===== src/rtl/tpu_core_if.sv =====
// -----------------------------------------------------------------------------
// tpu_core_if -- bus bundle between a host and tpu_core.
//
// Signals (directions seen from the core, i.e. the slave modport):
//   load_weight  in   latch weight_in (IDLE only)
//   weight_in    in   N*N weights, w[r][c] at [(r*N+c)*DATA_W +: DATA_W]
//   accumulate   in   sampled with the first vector of a tile
//   in_valid     in   a_in carries a vector
//   in_ready     out  core accepts a vector
//   a_in         in   N activations, a[r] at [r*DATA_W +: DATA_W]
//   ub_rd_en     in   pop the oldest unified buffer word
//   ub_rd_data   out  popped word, column c at [c*ACC_W +: ACC_W]
//   ub_rd_valid  out  ub_rd_data valid for one cycle
//   ub_count     out  words held in the unified buffer
//   busy         out  core FSM not idle
//   tile_done    out  one-cycle pulse after a tile's last buffer write
// -----------------------------------------------------------------------------
interface tpu_core_if #(
    parameter int N        = 2,
    parameter int DATA_W   = 16,
    parameter int ACC_W    = 32,
    parameter int UB_DEPTH = 16
);
    localparam int CNT_W = $clog2(UB_DEPTH + 1);

    logic                      load_weight;
    logic [N*N*DATA_W-1:0]     weight_in;
    logic                      accumulate;
    logic                      in_valid;
    logic                      in_ready;
    logic [N*DATA_W-1:0]       a_in;
    logic                      ub_rd_en;
    logic [N*ACC_W-1:0]        ub_rd_data;
    logic                      ub_rd_valid;
    logic [CNT_W-1:0]          ub_count;
    logic                      busy;
    logic                      tile_done;

    modport master (
        output load_weight, weight_in, accumulate, in_valid, a_in, ub_rd_en,
        input  in_ready, ub_rd_data, ub_rd_valid, ub_count, busy, tile_done
    );

    modport slave (
        input  load_weight, weight_in, accumulate, in_valid, a_in, ub_rd_en,
        output in_ready, ub_rd_data, ub_rd_valid, ub_count, busy, tile_done
    );
endinterface


===== src/rtl/tpu_core.sv =====
// -----------------------------------------------------------------------------
// tpu_core -- N x N weight-stationary systolic array with a ROWS-deep
// accumulator and a FIFO unified buffer for results.
//
// Ports:
//   clk      rising-edge clock
//   reset    synchronous, active-high
//   core_if  tpu_core_if.slave bundle (weights, activations, buffer read port,
//            status)
//
// A tile is ROWS activation vectors. Row r of the array sees its input r
// cycles late and column c's result is delayed N-1-c cycles, so a vector
// accepted in cycle t lands in accumulator row k in cycle t+2N-1. After the
// last row is captured the accumulator is copied into the unified buffer one
// row per cycle.
//
// Build option: define TPU_CORE_SATURATE_EN to make the accumulate add
// saturate instead of wrapping.
// -----------------------------------------------------------------------------
module tpu_core #(
    parameter int N        = 2,
    parameter int DATA_W   = 16,
    parameter int ACC_W    = 32,
    parameter int ROWS     = 2,
    parameter int UB_DEPTH = 16
) (
    input  logic      clk,
    input  logic      reset,
    tpu_core_if.slave core_if
);
    localparam int CNT_W = $clog2(UB_DEPTH + 1);
    localparam int PTR_W = (UB_DEPTH > 1) ? $clog2(UB_DEPTH) : 1;
    localparam int RC_W  = (ROWS > 1) ? $clog2(ROWS) : 1;
    localparam int LAT   = 2 * N - 1;

    typedef enum logic [1:0] {
        ST_IDLE   = 2'd0,
        ST_STREAM = 2'd1,
        ST_DRAIN  = 2'd2,
        ST_WRITE  = 2'd3
    } state_t;

    state_t                     state_q, state_d;
    logic signed [DATA_W-1:0]   w_q      [N][N];
    logic                       weights_loaded_q;
    logic                       accum_q;
    logic [RC_W-1:0]            in_cnt_q, cap_cnt_q, wr_cnt_q;
    logic [LAT-1:0]             vld_pipe_q;
    logic signed [DATA_W-1:0]   skew_q   [N][N];
    logic signed [DATA_W-1:0]   a_pe_q   [N][N];
    logic signed [ACC_W-1:0]    psum_q   [N][N];
    logic signed [ACC_W-1:0]    deskew_q [N][N];
    logic signed [ACC_W-1:0]    acc_q    [ROWS][N];
    logic [N*ACC_W-1:0]         ub_mem   [UB_DEPTH];
    logic [PTR_W-1:0]           ub_wr_ptr_q, ub_rd_ptr_q;
    logic [CNT_W-1:0]           ub_count_q;
    logic [N*ACC_W-1:0]         ub_rd_data_q;
    logic                       ub_rd_valid_q;
    logic                       tile_done_q;

    logic                       in_ready_s, accept_s, ub_wr_s, ub_rd_s;
    logic                       last_in_s, last_cap_s, last_wr_s;
    logic signed [DATA_W-1:0]   a_left_s [N][N];
    logic signed [2*DATA_W-1:0] prod_s   [N][N];
    logic signed [ACC_W-1:0]    pe_sum_s [N][N];
    logic signed [ACC_W-1:0]    y_s      [N];
    logic [N*ACC_W-1:0]         wr_word_s;

    function automatic logic signed [ACC_W-1:0] acc_add(
        input logic signed [ACC_W-1:0] x,
        input logic signed [ACC_W-1:0] y
    );
`ifdef TPU_CORE_SATURATE_EN
        logic [ACC_W:0] sum;
        sum = {x[ACC_W-1], x} + {y[ACC_W-1], y};
        // The two top bits disagree exactly when the signed add overflowed.
        if (sum[ACC_W] != sum[ACC_W-1]) begin
            acc_add = sum[ACC_W] ? {1'b1, {(ACC_W-1){1'b0}}} : {1'b0, {(ACC_W-1){1'b1}}};
        end else begin
            acc_add = sum[ACC_W-1:0];
        end
`else
        acc_add = x + y;
`endif
    endfunction

    // Handshake and end-of-phase decode
    always_comb begin
        // A new tile may only start when ROWS free buffer words are guaranteed.
        in_ready_s = weights_loaded_q &&
                     (((state_q == ST_IDLE) && (ub_count_q <= CNT_W'(UB_DEPTH - ROWS))) ||
                      (state_q == ST_STREAM));
        accept_s   = in_ready_s && core_if.in_valid;
        ub_wr_s    = (state_q == ST_WRITE);
        ub_rd_s    = core_if.ub_rd_en && (ub_count_q != {CNT_W{1'b0}});
        last_in_s  = (in_cnt_q == RC_W'(ROWS - 1));
        last_cap_s = vld_pipe_q[LAT-1] && (cap_cnt_q == RC_W'(ROWS - 1));
        last_wr_s  = (wr_cnt_q == RC_W'(ROWS - 1));
    end

    // Next-state logic
    always_comb begin
        state_d = state_q;
        case (state_q)
            ST_IDLE: begin
                if (accept_s) begin
                    state_d = (ROWS == 1) ? ST_DRAIN : ST_STREAM;
                end else begin
                    state_d = ST_IDLE;
                end
            end
            ST_STREAM: begin
                if (accept_s && last_in_s) begin
                    state_d = ST_DRAIN;
                end else begin
                    state_d = ST_STREAM;
                end
            end
            ST_DRAIN: begin
                if (last_cap_s) begin
                    state_d = ST_WRITE;
                end else begin
                    state_d = ST_DRAIN;
                end
            end
            ST_WRITE: begin
                if (last_wr_s) begin
                    state_d = ST_IDLE;
                end else begin
                    state_d = ST_WRITE;
                end
            end
            default: state_d = ST_IDLE;
        endcase
    end

    // PE operand routing, per-PE partial sums, deskewed column results
    always_comb begin
        for (int r = 0; r < N; r++) begin
            for (int c = 0; c < N; c++) begin
                if (c > 0) begin
                    a_left_s[r][c] = a_pe_q[r][(c > 0) ? c - 1 : 0];
                end else if (r > 0) begin
                    a_left_s[r][c] = skew_q[r][(r > 0) ? r - 1 : 0];
                end else begin
                    a_left_s[r][c] = $signed(core_if.a_in[DATA_W-1:0]);
                end
                prod_s[r][c] = a_left_s[r][c] * w_q[r][c];
                if (r > 0) begin
                    pe_sum_s[r][c] = psum_q[(r > 0) ? r - 1 : 0][c] + ACC_W'(prod_s[r][c]);
                end else begin
                    pe_sum_s[r][c] = ACC_W'(prod_s[r][c]);
                end
            end
        end
        for (int c = 0; c < N; c++) begin
            // The last column leaves the array latest, so it needs no deskew.
            if (c == N - 1) begin
                y_s[c] = psum_q[N-1][c];
            end else begin
                y_s[c] = deskew_q[c][(c < N - 1) ? N - 2 - c : 0];
            end
        end
        wr_word_s = {(N*ACC_W){1'b0}};
        for (int c = 0; c < N; c++) begin
            wr_word_s[c*ACC_W +: ACC_W] = acc_q[wr_cnt_q][c];
        end
    end

    // FSM state, weights, tile counters and accumulator capture
    always_ff @(posedge clk) begin
        if (reset) begin
            state_q          <= ST_IDLE;
            weights_loaded_q <= 1'b0;
            accum_q          <= 1'b0;
            in_cnt_q         <= {RC_W{1'b0}};
            cap_cnt_q        <= {RC_W{1'b0}};
            wr_cnt_q         <= {RC_W{1'b0}};
            vld_pipe_q       <= {LAT{1'b0}};
            tile_done_q      <= 1'b0;
            for (int r = 0; r < N; r++) begin
                for (int c = 0; c < N; c++) begin
                    w_q[r][c] <= {DATA_W{1'b0}};
                end
            end
            for (int k = 0; k < ROWS; k++) begin
                for (int c = 0; c < N; c++) begin
                    acc_q[k][c] <= {ACC_W{1'b0}};
                end
            end
        end else begin
            state_q <= state_d;
            if ((state_q == ST_IDLE) && core_if.load_weight) begin
                for (int r = 0; r < N; r++) begin
                    for (int c = 0; c < N; c++) begin
                        w_q[r][c] <= $signed(core_if.weight_in[(r*N+c)*DATA_W +: DATA_W]);
                    end
                end
                weights_loaded_q <= 1'b1;
            end
            if (accept_s) begin
                if (state_q == ST_IDLE) begin
                    accum_q  <= core_if.accumulate;
                    in_cnt_q <= RC_W'(1);
                end else begin
                    in_cnt_q <= in_cnt_q + RC_W'(1);
                end
            end
            // One valid bit per accepted vector tracks it through the array.
            vld_pipe_q[0] <= accept_s;
            for (int i = 1; i < LAT; i++) begin
                vld_pipe_q[i] <= vld_pipe_q[i-1];
            end
            if (vld_pipe_q[LAT-1]) begin
                for (int c = 0; c < N; c++) begin
                    acc_q[cap_cnt_q][c] <= accum_q ? acc_add(acc_q[cap_cnt_q][c], y_s[c]) : y_s[c];
                end
                cap_cnt_q <= last_cap_s ? {RC_W{1'b0}} : cap_cnt_q + RC_W'(1);
            end
            if (ub_wr_s) begin
                wr_cnt_q <= last_wr_s ? {RC_W{1'b0}} : wr_cnt_q + RC_W'(1);
            end
            tile_done_q <= ub_wr_s && last_wr_s;
        end
    end

    // Systolic datapath: input skew chains, PE registers, output deskew chains
    always_ff @(posedge clk) begin
        if (reset) begin
            for (int i = 0; i < N; i++) begin
                for (int j = 0; j < N; j++) begin
                    skew_q[i][j]   <= {DATA_W{1'b0}};
                    a_pe_q[i][j]   <= {DATA_W{1'b0}};
                    psum_q[i][j]   <= {ACC_W{1'b0}};
                    deskew_q[i][j] <= {ACC_W{1'b0}};
                end
            end
        end else begin
            for (int i = 0; i < N; i++) begin
                skew_q[i][0]   <= $signed(core_if.a_in[i*DATA_W +: DATA_W]);
                deskew_q[i][0] <= psum_q[N-1][i];
                for (int j = 1; j < N; j++) begin
                    skew_q[i][j]   <= skew_q[i][j-1];
                    deskew_q[i][j] <= deskew_q[i][j-1];
                end
                for (int j = 0; j < N; j++) begin
                    a_pe_q[i][j] <= a_left_s[i][j];
                    psum_q[i][j] <= pe_sum_s[i][j];
                end
            end
        end
    end

    // Unified buffer pointers, occupancy and registered read port
    always_ff @(posedge clk) begin
        if (reset) begin
            ub_wr_ptr_q   <= {PTR_W{1'b0}};
            ub_rd_ptr_q   <= {PTR_W{1'b0}};
            ub_count_q    <= {CNT_W{1'b0}};
            ub_rd_data_q  <= {(N*ACC_W){1'b0}};
            ub_rd_valid_q <= 1'b0;
        end else begin
            if (ub_wr_s) begin
                ub_wr_ptr_q <= (ub_wr_ptr_q == PTR_W'(UB_DEPTH - 1)) ? {PTR_W{1'b0}} : ub_wr_ptr_q + PTR_W'(1);
            end
            if (ub_rd_s) begin
                ub_rd_ptr_q  <= (ub_rd_ptr_q == PTR_W'(UB_DEPTH - 1)) ? {PTR_W{1'b0}} : ub_rd_ptr_q + PTR_W'(1);
                ub_rd_data_q <= ub_mem[ub_rd_ptr_q];
            end
            ub_rd_valid_q <= ub_rd_s;
            case ({ub_wr_s, ub_rd_s})
                2'b10:   ub_count_q <= ub_count_q + CNT_W'(1);
                2'b01:   ub_count_q <= ub_count_q - CNT_W'(1);
                default: ub_count_q <= ub_count_q;
            endcase
        end
    end

    // Unified buffer storage; contents are qualified by the pointers, so no reset
    always_ff @(posedge clk) begin
        if (ub_wr_s) begin
            ub_mem[ub_wr_ptr_q] <= wr_word_s;
        end
    end

    assign core_if.in_ready    = in_ready_s;
    assign core_if.busy        = (state_q != ST_IDLE);
    assign core_if.tile_done   = tile_done_q;
    assign core_if.ub_rd_data  = ub_rd_data_q;
    assign core_if.ub_rd_valid = ub_rd_valid_q;
    assign core_if.ub_count    = ub_count_q;
endmodule


===== src/flat_wrapper.sv =====
// flat-port wrapper written by rule: the top's interface ports become plain ports
module tpu_core_flat 
#(
    parameter int N        = 2,
    parameter int DATA_W   = 16,
    parameter int ACC_W    = 32,
    parameter int ROWS     = 2,
    parameter int UB_DEPTH = 16
)
  (clk, reset, core_if_load_weight, core_if_weight_in, core_if_accumulate, core_if_in_valid, core_if_a_in, core_if_ub_rd_en, core_if_in_ready, core_if_ub_rd_data, core_if_ub_rd_valid, core_if_ub_count, core_if_busy, core_if_tile_done);
  tpu_core_if #(.N(N), .DATA_W(DATA_W), .ACC_W(ACC_W), .UB_DEPTH(UB_DEPTH)) core_if_i ();
  input  logic clk;
  input  logic reset;
  input wire logic [$bits(core_if_i.load_weight)-1:0] core_if_load_weight;
  input wire logic [$bits(core_if_i.weight_in)-1:0] core_if_weight_in;
  input wire logic [$bits(core_if_i.accumulate)-1:0] core_if_accumulate;
  input wire logic [$bits(core_if_i.in_valid)-1:0] core_if_in_valid;
  input wire logic [$bits(core_if_i.a_in)-1:0] core_if_a_in;
  input wire logic [$bits(core_if_i.ub_rd_en)-1:0] core_if_ub_rd_en;
  output wire logic [$bits(core_if_i.in_ready)-1:0] core_if_in_ready;
  output wire logic [$bits(core_if_i.ub_rd_data)-1:0] core_if_ub_rd_data;
  output wire logic [$bits(core_if_i.ub_rd_valid)-1:0] core_if_ub_rd_valid;
  output wire logic [$bits(core_if_i.ub_count)-1:0] core_if_ub_count;
  output wire logic [$bits(core_if_i.busy)-1:0] core_if_busy;
  output wire logic [$bits(core_if_i.tile_done)-1:0] core_if_tile_done;
  assign core_if_i.load_weight = core_if_load_weight;
  assign core_if_i.weight_in = core_if_weight_in;
  assign core_if_i.accumulate = core_if_accumulate;
  assign core_if_i.in_valid = core_if_in_valid;
  assign core_if_i.a_in = core_if_a_in;
  assign core_if_i.ub_rd_en = core_if_ub_rd_en;
  assign core_if_in_ready = core_if_i.in_ready;
  assign core_if_ub_rd_data = core_if_i.ub_rd_data;
  assign core_if_ub_rd_valid = core_if_i.ub_rd_valid;
  assign core_if_ub_count = core_if_i.ub_count;
  assign core_if_busy = core_if_i.busy;
  assign core_if_tile_done = core_if_i.tile_done;
  tpu_core #(.N(N), .DATA_W(DATA_W), .ACC_W(ACC_W), .ROWS(ROWS), .UB_DEPTH(UB_DEPTH)) u_core (.clk(clk), .reset(reset), .core_if(core_if_i));
endmodule

===== config.mk =====
export PLATFORM = sky130hd
export DESIGN_NAME = tpu_core_flat
export DESIGN_NICKNAME = d
export VERILOG_FILES = /design/src/rtl/tpu_core_if.sv /design/src/rtl/tpu_core.sv /design/src/flat_wrapper.sv
export SDC_FILE = /design/constraint.sdc
export NUM_CORES = 2
export LEC_CHECK = 0
export CORE_ASPECT_RATIO = 0.8
export CORE_MARGIN = 2
export CORE_UTILIZATION = 50
export CTS_BUF_LIST = sky130_fd_sc_hd__clkbuf_8
export CTS_CLUSTER_DIAMETER = 120
export DETAILED_ROUTE_END_ITERATION = 6
export PLACE_DENSITY_LB_ADDON = 0.2
export SLEW_MARGIN = 10
export SYNTH_ARGS = -nofsm -noshare
export SYNTH_HDL_FRONTEND = slang
export SYNTH_SLANG_ARGS = --single-unit

===== constraint.sdc =====
create_clock -name clk -period 6.9 [get_ports clk]
set_input_delay 0.69 -clock clk [delete_from_list [all_inputs] [get_ports clk]]
set_output_delay 0.69 -clock clk [all_outputs]
set_load 0.005 [all_outputs]

==> metrics.md <==
| Metric | Value |
|---|---|
| Synth Area per Inst | `12.8 um^2` |
| Syn Inst Count | `7804` |
| Max Clk Rate | `0.150 GHz` |
| Worst-path cell chain | `buf_4 > nand2_1 > fa_1 > fa_1 > fa_1 > fa_1 > inv_1 > fa_1 > inv_1 > fa_1 > inv_1 > ha_1 > a21o_1 > a221o_1 > a41oi_2 > o21ai_1 > a2111oi_0 > o21ai_0 > o21ai_0 > mux2_2` |
| Via count | `59000` |
| Total number of H-tree levels | `4` |
| Synth Register Bits | `1515` |
| IO Count | `175` |
| Fin crit share | `96.6%` |
| EDFF count, synth | `1216` |
| Highest Signal Layer | `met5` |
| Worst EP required | `7.77 ns` |
| Clock Tree Buf Depth | `3` |
| Synth Cell Area | `100000 um^2` |
| Area contributors post-synth | `edfxtp_1 (36%), fa_1 (22%), mux4_2 (7.2%)` |
| Worst vdd ir | `0.494 mV` |
| Core box area | `198000 um^2` |
| Die Width | `504 um` |
| Setup CP Type | `register to register` |
| Post-detail-place hpwl | `164000 um` |
| Post-synthesis sequential area ratio | `42.5%` |
| Final Setup Violations | `0` |
| I/O Buffers | `174` |
| Slack of the critical path | `0.234 ns` |
| Pre-antenna DRT Iters | `5` |
| MaxCap Viol Count | `0` |
| Cell mode on critical path | `fa_1` |
| Commonest non-fill, non-tap cell in the layout | `inv_1` |
| Placer Congestion | `0.882` |
| Final net count | `9805` |
| GR Overflow Total | `0` |
| Area grow syn2layout | `10.9%` |
| Pleak | `45.9 nW` |
| Net count after synthesis | `9451` |
| Clock Latency Late Sink | `0.98 ns` |
| DR WL met3 | `14200 um` |
| CP peak stage delay | `0.57 ns` |
| Distinct cells, synth | `82` |
| Global-route wire length before repair | `367000 um` |
| Via density per instance | `5.35` |
| Worst-margin pin slew | `1.17 ns` |
| Routed Antenna Nets | `0` |
| Post-synth ARST share | `0%` |
| DRT met1 WL | `105000 um` |
| Critical Path Fanout Max | `10` |
| DR DRC count | `0` |
| CTS tree | `yes` |
| Post-place setup slack | `-0.199 ns` |
| Number of global-route vias before repair | `62700` |
| DR WL/cell | `21.1 um` |
| Hold buffers post-CTS | `0` |
| Slowest CP cell | `fa_1` |
| Largest net degree at the start of global routing | `144` |
| Synth top area share | `36.5%` |
| Clock Root Buffer | `clkbuf_8` |
| FP Rows | `146` |
| Status | `finished, final reports clean` |
| Total GRT Usage | `23.3%` |
| Detailed Route WL | `232000 um` |
| Number of CTS-inserted buffers | `233` |
| Met2 routed WL | `109000 um` |
| Yosys top cell by area | `edfxtp_1` |
| Die Height | `404 um` |
| Sinks on Clock Net | `1515` |
| Final hold viol count | `0` |
| Pwr/cell area | `371 nW/um^2` |
| Crit path launch type | `register` |
| Fin. max-slew vios | `0` |
| DIE AREA | `204000 um^2` |
| Hold Crit Class | `input pin to register` |
| Skew final | `0.0817 ns` |
| Yosys warning count | `0` |
| Initial detailed-routing violation count | `4142` |
| Initial Util | `50.4%` |
| Clock Pin Slew Worst Setup and Hold Paths | `0.07 ns` |
| Share of cells above drive strength 1 | `12.9%` |
| Commonest cells after routing, fill and taps aside | `inv_1 (1349), edfxtp_1 (1216), fa_1 (1111), nand2_1 (693), and2_1 (566)` |
| Max transition margin | `21.7%` |
| Endpoint arrival time on the critical path | `7.54 ns` |
| Hold_ws | `0.159 ns` |
| Final min period | `6.67 ns` |
| Crit. End Element | `register` |
| Initial antenna violation count | `12` |
| Ys flop type | `edfxtp_1` |
==> state kept, by name (all words and copies together) (netlist names), 16 cells and up, named ones only <==
| signal | count |
|---|---|
| u_core.core_if.ub_rd_data | 64 |
| u_core.w_q | 64 |
| u_core.deskew_q | 32 |
| u_core.psum_q | 128 |
| u_core.a_pe_q | 32 |
| u_core.ub_mem | 1024 |
| u_core.skew_q | 16 |
| u_core.acc_q | 128 |
==> stage by stage <==
step	cell area, um^2	utilization, %	std cells	power (mW)	TNS, ns
detailed placement	106000	53.3	10500	33.8	-0.604
finish	111000	55.9	11000	41.2	0
global route	111000	55.9	11000	45.3	-0.00254
CTS	111000	55.7	11000	41.4	0
global placement	106000	53.3	10500	33.4	-0.442
floorplan	100000	-	7804	27.7	0
==> metal layers <==
layer / global-route usage [%] / vias up
met3: 3.95 / 280
li1: - / 26600
met5: 0 / -
met4: 4.97 / 8
met2: 37.9 / 1619
met1: 33.1 / 30500
==> Yosys cell counts, types with 20 or more instances <==
master / n
nand3_1: 20
nor2_1: 337
ha_1: 434
fa_1: 1111
and2_1: 566
nand2_1: 693
mux2i_1: 45
nand2b_1: 47
nor3_1: 53
a21o_1: 74
xor2_1: 66
nor2b_1: 124
xnor2_1: 132
mux2_2: 129
edfxtp_1: 1216
mux4_2: 320
buf_1: 22
o21ai_0: 89
a211oi_1: 29
inv_1: 1249
o21a_1: 26
clkbuf_1: 258
a21oi_1: 208
buf_2: 23
dfxtp_1: 299
==> path summary, 6_finish.rpt <==
check                                       start                           endpoint  slack (ns)  cells after the start
setup / recovery   u_core.w_q[1][1]$_SDFFCE_PN0P_    u_core.psum_q[1][30]$_SDFF_PP0_        0.23                     20
hold / removal                              reset    u_core.psum_q[0][26]$_SDFF_PP0_        0.16                      2
setup reg to reg   u_core.w_q[1][1]$_SDFFCE_PN0P_    u_core.psum_q[1][30]$_SDFF_PP0_        0.23                     20
hold reg to reg   u_core.psum_q[1][32]$_SDFF_PP0_  u_core.deskew_q[0][32]$_SDFF_PP0_        0.42                      1
==> cells by family after synthesis <==
kind of cell               count (synthesis)  synth area share [%]
buffers and inverters                   1554                  5.86
muxes                                    494                  9.10
DFF                                     1515                  42.5
AOI/OAI and AO/OA                        577                  3.77
adders and majority gates               1545                  27.7
xor gates and xnor gates                 198                  1.73
and+or+nand+nor                         1921                  9.41
==> critical path, delay by kind of cell, from the launching register on <==
kind	cells	cell delay, ns
simple gates	1	0.10
buf+inv	4	0.42
fa+ha+maj	7	3.40
compound gates	7	1.76
mux	1	0.35
flops	1	0.56
==> where the power goes <==
part	switching (mW)	internal, mW	total, mW
registers	0.453	10.5	10.9
clock network	3.64	3.76	7.40
logic	12.6	10.3	22.9
total	16.6	24.6	41.2
==> layout make-up <==
type	count	area (um^2)
multi-input combinational	4735	51900
sequential	1515	42500
timing repair buffer	422	3810
clock inverter	179	1110
antenna	3	7.51
inverter	1251	4700
tap	2664	3330
clock buffer	260	3580
fill	16400	87400
==> repair_timing <==
item,4_1_cts,5_1_grt
buffers inserted,0,40
endpoints found under the hold margin,0,0
endpoints found under the setup margin,0,16
resized for setup,0,12
No activity file was read; power rests on OpenSTA's default activity.
